==> src/rtl/msft_clk_en_gen.sv <==
// msft_clk_en_gen
// All-digital clock-enable and divided-clock generator. It derives NUM_CH
// independent channels from sysClk_i. Each channel has a run-time
// programmable divide ratio. A new ratio takes effect only at the channel's
// period wrap, so no truncated or stretched period is ever emitted. align_i
// restarts every channel in phase. locked_o reports that the outputs have
// run undisturbed for LOCK_CYCLES edges.
//
// Ports
//   sysClk_i   : only clock
//   sysRst_i   : synchronous, active-high reset (highest priority)
//   cfgWrEn_i  : write strobe for a new divide ratio
//   cfgCh_i    : target channel; values >= NUM_CH are ignored
//   cfgDiv_i   : new divide ratio D (0 is treated as 1)
//   align_i    : restart all channels at phase 0 and apply pending ratios
//   cfgBusy_o  : per channel, a written ratio is waiting for its wrap
//   clkEn_o    : per channel, one-cycle pulse every D cycles
//   divClk_o   : per channel, registered divided clock (odd D: high longer)
//   locked_o   : outputs stable for LOCK_CYCLES edges since reset/align
//
// Handshake: there is no back-pressure. cfgWrEn_i is a single-cycle strobe
// that is always accepted. cfgBusy_o is status only. A second write to a
// busy channel simply replaces the pending ratio.

module msft_clk_en_gen #(
  parameter int NUM_CH      = 4,
  parameter int DIV_W       = 8,
  parameter int DIV_RESET   = 4,
  parameter int LOCK_CYCLES = 16,
  parameter int CH_W        = (NUM_CH > 1) ? $clog2(NUM_CH) : 1
) (
  input  logic              sysClk_i,
  input  logic              sysRst_i,
  input  logic              cfgWrEn_i,
  input  logic [CH_W-1:0]   cfgCh_i,
  input  logic [DIV_W-1:0]  cfgDiv_i,
  input  logic              align_i,
  output logic [NUM_CH-1:0] cfgBusy_o,
  output logic [NUM_CH-1:0] clkEn_o,
  output logic [NUM_CH-1:0] divClk_o,
  output logic              locked_o
);

  localparam int               LCNT_W   = $clog2(LOCK_CYCLES + 1);
  localparam logic [DIV_W-1:0] DIV_RST  = DIV_W'(DIV_RESET);
  localparam logic [LCNT_W-1:0] LOCK_MAX = LCNT_W'(LOCK_CYCLES);

  logic [DIV_W-1:0]  wr_div;
  logic [NUM_CH-1:0] wr_hit;

  // Decode the write once for all channels; a ratio of 0 behaves as 1.
  always_comb begin
    wr_div = (cfgDiv_i == '0) ? DIV_W'(1) : cfgDiv_i;
    wr_hit = '0;
    for (int c = 0; c < NUM_CH; c++) begin
      wr_hit[c] = cfgWrEn_i && (cfgCh_i == CH_W'(c));
    end
  end

  for (genvar g = 0; g < NUM_CH; g++) begin : g_ch
    logic [DIV_W-1:0] d_cur;
    logic [DIV_W-1:0] d_pend;
    logic [DIV_W-1:0] ph;
    logic             pend;
    logic             en_q;
    logic             dc_q;
    logic [DIV_W:0]   half;
    logic             wrap;

    // High time is ceil(D/2) so odd ratios are high one cycle longer.
    assign half = ({1'b0, d_cur} + (DIV_W+1)'(1)) >> 1;
    assign wrap = (ph == d_cur - DIV_W'(1));

    always_ff @(posedge sysClk_i) begin
      if (sysRst_i) begin
        d_cur  <= DIV_RST;
        d_pend <= DIV_RST;
        ph     <= '0;
        pend   <= 1'b0;
        en_q   <= 1'b0;
        dc_q   <= 1'b0;
      end else if (align_i) begin
        // A write on the align edge beats an older pending ratio.
        ph   <= '0;
        pend <= 1'b0;
        en_q <= 1'b0;
        dc_q <= 1'b0;
        if (wr_hit[g]) begin
          d_cur <= wr_div;
        end else if (pend) begin
          d_cur <= d_pend;
        end
      end else begin
        en_q <= (ph == '0);
        dc_q <= ({1'b0, ph} < half);
        if (wrap) begin
          ph <= '0;
          if (pend) begin
            d_cur <= d_pend;
            pend  <= 1'b0;
          end
        end else begin
          ph <= ph + DIV_W'(1);
        end
        // Placed after the wrap handling so a write on the wrap edge stays
        // pending for the following wrap instead of being bypassed.
        if (wr_hit[g]) begin
          d_pend <= wr_div;
          pend   <= 1'b1;
        end
      end
    end

    assign cfgBusy_o[g] = pend;
    assign clkEn_o[g]   = en_q;
    assign divClk_o[g]  = dc_q;
  end

  logic [LCNT_W-1:0] lock_cnt;
  logic              locked_q;

  // Saturating settle counter; ratio writes deliberately do not touch it.
  always_ff @(posedge sysClk_i) begin
    if (sysRst_i || align_i) begin
      lock_cnt <= '0;
      locked_q <= 1'b0;
    end else if (lock_cnt != LOCK_MAX) begin
      lock_cnt <= lock_cnt + LCNT_W'(1);
      locked_q <= (lock_cnt == LOCK_MAX - LCNT_W'(1));
    end
  end

  assign locked_o = locked_q;

endmodule

==> config.mk <==
export PLATFORM = sky130hd
export DESIGN_NAME = msft_clk_en_gen
export DESIGN_NICKNAME = d
export VERILOG_FILES = /design/src/rtl/msft_clk_en_gen.sv
export SDC_FILE = /design/constraint.sdc
export NUM_CORES = 1
export LEC_CHECK = 0
export BUFFER_PORTS_ARGS = -buffer_cell sky130_fd_sc_hd__buf_2
export CAP_MARGIN = 40
export CORE_MARGIN = 1.5
export CORE_UTILIZATION = 36
export CTS_CLUSTER_SIZE = 8
export DETAILED_ROUTE_END_ITERATION = 8
export PLACE_DENSITY = 0.51
export SLEW_MARGIN = 10
export SYNTH_ARGS = -nofsm -noshare
export SYNTH_HDL_FRONTEND = slang
export SYNTH_SLANG_ARGS = --single-unit
==> constraint.sdc <==
create_clock -name sysClk_i -period 5.2 [get_ports sysClk_i]
set_input_delay 0.78 -clock sysClk_i [delete_from_list [all_inputs] [get_ports sysClk_i]]
set_output_delay 0.78 -clock sysClk_i [all_outputs]
set_load 0.05 [all_outputs]
==> impl_metrics.env, run 1 <==
export IMPL_max_vdd_ir_drop_uv=216
export IMPL_cts_buffers=17
export IMPL_yosysTopAreaCell="dfxtp_1"
export IMPL_synth_fp_nets=938
export IMPL_status="complete, no violations"
export IMPL_synth_seq_cells=114
export IMPL_worstSetupEndpoint="g_ch[1].d_cur[7]"
export IMPL_comb_power_share_pct=10.2
export IMPL_maxSlewViolCount=0
export IMPL_p_int_mw=1.78
export IMPL_min_period_ps=2710
export IMPL_avgSynthCellArea_sq_um=8.23
export IMPL_grt_pass1_wl_mm=28.8
export IMPL_crit_type="flop to flop"
export IMPL_vias=5747
export IMPL_clockPowerShare_pct=50.1
export IMPL_setup_viol=0
export IMPL_arrival_ps=2970
export IMPL_syn_to_final_growth_pct=10.4
export IMPL_cap_violations=0
export IMPL_synth_area_top_cells="dfxtp_1, ha_1, mux2i_1"
export IMPL_r2r_cells=6
export IMPL_gr_usage_all_layers_pct=17.5
export IMPL_cts_buffer_depth=2
export IMPL_clk_latency_ps=410
export IMPL_dp_hpwl_mm=11.4
export IMPL_p_seq_share_pct=39.7
export IMPL_start_kind="flop"
export IMPL_cp_depth=6
export IMPL_min_path_type="flop to flop"
export IMPL_crit_path_max_fanout=15
export IMPL_first_global_vias=5460
export IMPL_yosys_area_top_type_share_pct=31.6
export IMPL_slew_headroom_pct=49.0
export IMPL_drt_total_wl_mm=16.9
export IMPL_boundaryPins=27
export IMPL_fp_dieW_um=145
export IMPL_seq_area_frac_synth_pct=31.6
export IMPL_fin_crit_sh_pct=52.1
export IMPL_finalHoldViolCount=0
export IMPL_pwr_density_cell_nw_per_um2=297
export IMPL_max_stage_delay_ps=640
export IMPL_preCtsSetupSlack_ps=2350
export IMPL_fin_ws_ps=2490
export IMPL_gp_congestion=0.752
export IMPL_ff2ff_setup_slack_ps=2490
export IMPL_crit_required_ps=5460
export IMPL_tightest_slew_ps=763
export IMPL_die_y_um=145
export IMPL_drtAntennaViolNets=0
export IMPL_synth_warnings=0
export IMPL_crit_start="g_ch[1].d_cur[0]"
export IMPL_vias_per_cell=5.11
export IMPL_grt_overflow=0
export IMPL_p_sw_mw=0.582
export IMPL_hold_buffers=0
export IMPL_ctsResizeCount=0
export IMPL_cp_end_kind="flop"
export IMPL_htreeDepth=4
export IMPL_wire_per_inst_um=15.0
export IMPL_start_util_pct=36.8
export IMPL_finalNetCount=910
export IMPL_crit_slowest_cell="or4_1"
export IMPL_grt_max_degree=62
export IMPL_reg2reg_from="g_ch[1].d_cur[0]"
export IMPL_yosysUniqueCellTypes=62
export IMPL_max_freq_ghz=0.369
export IMPL_finClkSkew_ps=7.66
export IMPL_synth_edff_count=0
export IMPL_core_sq_um=19600
export IMPL_fin_cells=1125
export IMPL_fillers=2008
export IMPL_drive_above_1_share_pct=8.60
export IMPL_ys_async_sr_fraction_pct=0
export IMPL_leakage_nw=2.94
export IMPL_clk_pin_slew_ps=50
export IMPL_crit_family="simple AND/OR/NAND/NOR gates"
export IMPL_die_area_sq_um=20900
export IMPL_numPortBuffers=26
export IMPL_r2r_end="g_ch[1].d_cur[7]"
export IMPL_cts_sinks=114
export IMPL_p_sw_share_pct=24.6
export IMPL_netlist_instances=877
export IMPL_rsz0062_at_grt="no"
export IMPL_tns_ps=0
export IMPL_path_buf_inv=0
export IMPL_synth_flop_cell="dfxtp_1"
export IMPL_root_buffer="clkbuf_16"
export IMPL_drt_initial_drc_count=402
export IMPL_path_cells="or4_1 > or3_1 > and3_1 > o31a_1 > nor2_2 > o21ai_0"
export IMPL_drcViolationCount=0
export IMPL_n_antenna_cell=0
export IMPL_worstHoldStart="g_ch[2].d_pend[7]"
export IMPL_placed_cells=1095
export IMPL_synth_area_sq_um=7220
export IMPL_grt_antenna_before_repair=0
export IMPL_tritoncts="built"
export IMPL_rows=51
export IMPL_post_cts_setup_buffers=0
export IMPL_first_pass_iters=5
## worst register-to-register path, stage by stage, from the launching register on
cell and delay [ps]:
dfxtp_1 390, or4_1 640, or3_1 330, and3_1 200, o31a_1 280, nor2_2 530, o21ai_0 190
## power by group through the flow
stage / sequential, mW / clock, mW / combinational [mW]
after floorplan: 0.932 / 0 / 0.214
after global placement: 0.956 / 0 / 0.240
after detailed placement: 0.956 / 0 / 0.242
after CTS: 0.937 / 1.21 / 0.243
after global routing: 0.942 / 1.25 / 0.270
final: 0.938 / 1.18 / 0.242
## per-layer routing
layer / routed length [um] / vias up / share of wire [%] / track usage, %
met5: 0 / - / 0 / 0
met3: 649 / 17 / 3.8 / 4.24
met2: 7320 / 80 / 43 / 26.5
li1: - / 3017 / - / -
met4: 223 / 0 / 1.3 / 4.52
met1: 8730 / 2633 / 52 / 24.8
## worst min-delay path by stage
stage | endpoint | depth (start not counted) | slack [ps]
6_report | g_ch[2].d_pend[7] | 2 | 450
4_1_cts | g_ch[3].d_pend[6] | 2 | 460
2_1_floorplan | g_ch[0].d_pend[1] | 2 | 440
5_1_grt | g_ch[3].d_pend[1] | 2 | 480
3_3_place_gp | g_ch[3].d_pend[3] | 2 | 450
3_5_place_dp | g_ch[3].d_pend[7] | 2 | 450
## logic make-up (layout without fill, tap and decap cells)
kind of cell    count (synthesis)  after routing  share of synthesized area [%]
mux                            43             43                           5.96
simple gates                  334            334                           22.7
xor+xnor                       91             91                           11.0
buf+inv                       103             86                           6.17
flops                         114            114                           31.6
compound gates                145            145                           14.4
fa+ha+maj                      47             47                           8.15
## synthesized netlist by cell type, types with 23 or more instances
cell type / number
nor3_1: 25
xor2_1: 46
mux2i_1: 43
nor2_1: 71
xnor2_1: 45
dfxtp_1: 114
o21ai_0: 24
nand2_1: 92
inv_1: 23
clkbuf_1: 61
nand3_1: 62
a21oi_1: 39
ha_1: 47
## sequential cells by signal, summed over array words and instances (netlist names)
name,flops
g_ch.dc_q,4
g_ch.en_q,4
lock_cnt,5
locked_o,1
g_ch.d_cur,32
g_ch.ph,32
g_ch.pend,4
g_ch.d_pend,32
## placed cells by master, fill, tap and decap left out, types with 3 or more instances in the layout
cell type,instances
nand3b_1,8
or4_1,3
nand3_1,62
clkbuf_8,7
o221ai_1,14
o221a_2,3
nor4_1,8
dfxtp_1,114
nor3b_1,6
o41ai_1,3
mux2i_1,43
ha_1,47
xor2_1,46
o21bai_1,5
a21o_1,9
o211ai_1,4
nor2_1,71
nor4b_1,4
and2_1,5
and3_1,18
o21ai_0,24
nand2_1,92
nor2b_1,3
a21oi_1,39
inv_1,23
a211oi_1,18
nor3_1,25
a31oi_1,5
xnor2_1,45
buf_2,27
nand2b_1,12
clkbuf_16,17
nand4_1,3
buf_4,5
## cell type report
| class | instances | area [sq um] | area share (%) |
|---|---|---|---|
| multi-input cells | 660 | 4490 | 56.4 |
| flip-flops and latches | 114 | 2280 | 28.7 |
| clock buffers | 26 | 529 | 6.64 |
| well taps | 265 | 332 | 4.16 |
| repair buffers | 32 | 173 | 2.17 |
| inverters | 24 | 90.1 | 1.13 |
| clock inverters | 4 | 70.1 | 0.880 |
## metrics by stage
| step | area, sq um | power, mW | hold WS [ps] | util, % |
|---|---|---|---|---|
| after CTS | 7970 | 2.39 | 456 | 40.7 |
| after detailed placement | 7370 | 1.20 | 449 | 37.6 |
| final | 7970 | 2.36 | 453 | 40.7 |
| after global routing | 7970 | 2.47 | 479 | 40.7 |
| after global placement | 7350 | 1.20 | 446 | 37.5 |
| after floorplan | 7220 | 1.15 | 436 | - |
No activity file was read; power rests on OpenSTA's default activity.
==> run 2: changes to the inputs <==
PLACE_DENSITY = 0.53   (was 0.51)
clock period = 2.3 ns   (was 5.2 ns; I/O delays follow)
==> run 2 against run 1 <==
  * Clock power rose by 100%
  * Sequential power rose by 120%
  * Largest cell class unchanged
  * Flip-flop and latch count did not move
  * Highest routed layer is now met5
  * Count of clock-buffer cells in the layout fell by 7
  * Critical path depth did not move
  * Worst setup slack got worse by 2500 ps
  * Cell area rose by 7.8%
  * Non-clock buffer count rose by 62
==> impl_metrics.env, run 2 (same netlist as run 1, synthesis figures left out) <==
export IMPL_design_area_sq_um=8590
export IMPL_cap_violations=0
export IMPL_arrival_ps=2560
export IMPL_grt_antenna_before_repair=2
export IMPL_grt_max_degree=48
export IMPL_cp_end_kind="flop"
export IMPL_placed_cells=1154
export IMPL_dp_hpwl_mm=12.3
export IMPL_crit_start="g_ch[2].d_cur[0]"
export IMPL_tritoncts="built"
export IMPL_gr_usage_all_layers_pct=17.7
export IMPL_fin_ws_ps=26.9
export IMPL_crit_slowest_cell="or4_4"
export IMPL_syn_to_final_growth_pct=19.0
export IMPL_mostFrequentLayoutCells="dfxtp_1, nand2_1, nor2_1, nand3_1, buf_4"
export IMPL_hold_buffers=0
export IMPL_fp_dieW_um=145
export IMPL_min_period_ps=2270
export IMPL_htreeDepth=4
export IMPL_preCtsSetupSlack_ps=-27.9
export IMPL_drive_above_1_share_pct=18.0
export IMPL_crit_type="flop to flop"
export IMPL_layout_commonest_cell="dfxtp_1"
export IMPL_numPortBuffers=26
export IMPL_boundaryPins=27
export IMPL_rsz0062_at_grt="yes"
export IMPL_first_global_vias=5669
export IMPL_min_path_type="primary input to flop"
export IMPL_crit_required_ps=2590
export IMPL_first_pass_iters=5
export IMPL_max_stage_delay_ps=550
export IMPL_cts_sinks=114
export IMPL_finClkSkew_ps=11.2
export IMPL_pwr_density_cell_nw_per_um2=599
export IMPL_grt_pass1_wl_mm=28.9
export IMPL_finalNetCount=974
export IMPL_ff2ff_setup_slack_ps=30
export IMPL_core_sq_um=19600
export IMPL_drtAntennaViolNets=0
export IMPL_max_vdd_ir_drop_uv=465
export IMPL_root_buffer="clkbuf_16"
export IMPL_whs_ps=289
export IMPL_regArea_sq_um=2290
export IMPL_gp_congestion=0.792
export IMPL_slew_headroom_pct=47.3
export IMPL_drcViolationCount=0
export IMPL_tightest_slew_ps=784
export IMPL_start_util_pct=36.8
export IMPL_vias_per_cell=5.17
export IMPL_rows=51
export IMPL_grt_overflow=0
export IMPL_die_y_um=145
export IMPL_fin_cells=1192
export IMPL_top_regs="g_ch.d_cur: 32 flops, g_ch.d_pend: 32 flops, g_ch.ph: 32 flops"
export IMPL_cts_buffers=17
export IMPL_finalHoldViolCount=0
export IMPL_drt_total_wl_mm=18.0
export IMPL_setup_viol=0
export IMPL_clk_latency_ps=430
export IMPL_start_kind="flop"
export IMPL_fillers=1988
export IMPL_reg2reg_from="g_ch[2].d_cur[0]"
export IMPL_drt_initial_drc_count=286
export IMPL_multiInputGateArea_sq_um=4680
export IMPL_worstHoldStart="cfgDiv_i[4]"
export IMPL_cts_buffer_depth=2
export IMPL_leakage_nw=3.26
export IMPL_fin_crit_sh_pct=98.8
export IMPL_crit_path_max_fanout=4
export IMPL_path_cells="or4_4 > o221a_2 > a311o_1 > o2111a_1 > o21ai_2 > o41ai_2"
export IMPL_vias=6165
export IMPL_maxSlewViolCount=0
export IMPL_post_dp_cell_area_sq_um=7890
export IMPL_wire_per_inst_um=15.1
export IMPL_die_area_sq_um=20900
export IMPL_status="complete, no violations"
export IMPL_max_freq_ghz=0.440
export IMPL_clk_pin_slew_ps=60
export IMPL_tns_ps=0
==> run 2: cell types whose count changed in the layout (fill, tap and decap cells not counted), sizes merged <==
cell,delta
bufinv,-2
diode,+1
buf,+62
clkinv,+5
clkinvlp,+5
inv,+1
clkbuf,-7
o2111a,+2
==> run 2: area by class of cell <==
| type | instances | area share [%] |
|---|---|---|
| multi-input cells | 662 | 54.5 |
| flip-flops and latches | 114 | 26.6 |
| repair buffers | 94 | 7.75 |
| clock buffers | 19 | 5.16 |
| well taps | 265 | 3.86 |
| inverters | 24 | 1.05 |
| clock inverters | 13 | 1.03 |
| diodes | 1 | 0.0291 |
==> run 2: metal layers <==
layer / share of wire (%) / GRT usage (%)
met1: 49 / 23.3
met2: 47 / 28.8
met3: 3.5 / 4.64
met4: 0.98 / 4.63
met5: 0.056 / 0
==> run 2: repair_timing <==
| item | 4_1_cts | 5_1_grt |
|---|---|---|
| cloned | 0 | 4 |
| setup endpoints to repair | 12 | 37 |
| setup buffers | 0 | 3 |
| endpoints found under the hold margin | 0 | 0 |
| resized for setup | 2 | 29 |
| pin swaps | 2 | 4 |
==> run 2: where the power goes <==
part,internal [mW],switching [mW],total [mW]
logic,0.273,0.388,0.661
clock network,1.40,0.999,2.39
registers,2.03,0.0602,2.09
==> run 2: worst paths after layout <==
path | to | depth (start not counted)
worst max-delay path | g_ch[2].d_cur[1] | 6
worst min-delay path | g_ch[0].d_pend[4] | 3
worst max register to register | g_ch[2].d_cur[1] | 6
worst min register to register | g_ch[3].d_pend[6] | 2
==> run 2: worst max-delay path, delay by kind of cell, from the launching register on <==
family             cells  cell delay [ps]
AOI/OAI and AO/OA      5             1290
DFF                    1              310
and+or+nand+nor        1              550
==> run 2: per-stage QoR <==
stage / utilization [%] / power [mW]
3_3_place_gp: 40.2 / 2.77
5_1_grt: 43.8 / 5.37
2_1_floorplan: - / 2.60
3_5_place_dp: 40.3 / 2.77
6_report: 43.8 / 5.15
4_1_cts: 43.0 / 5.17
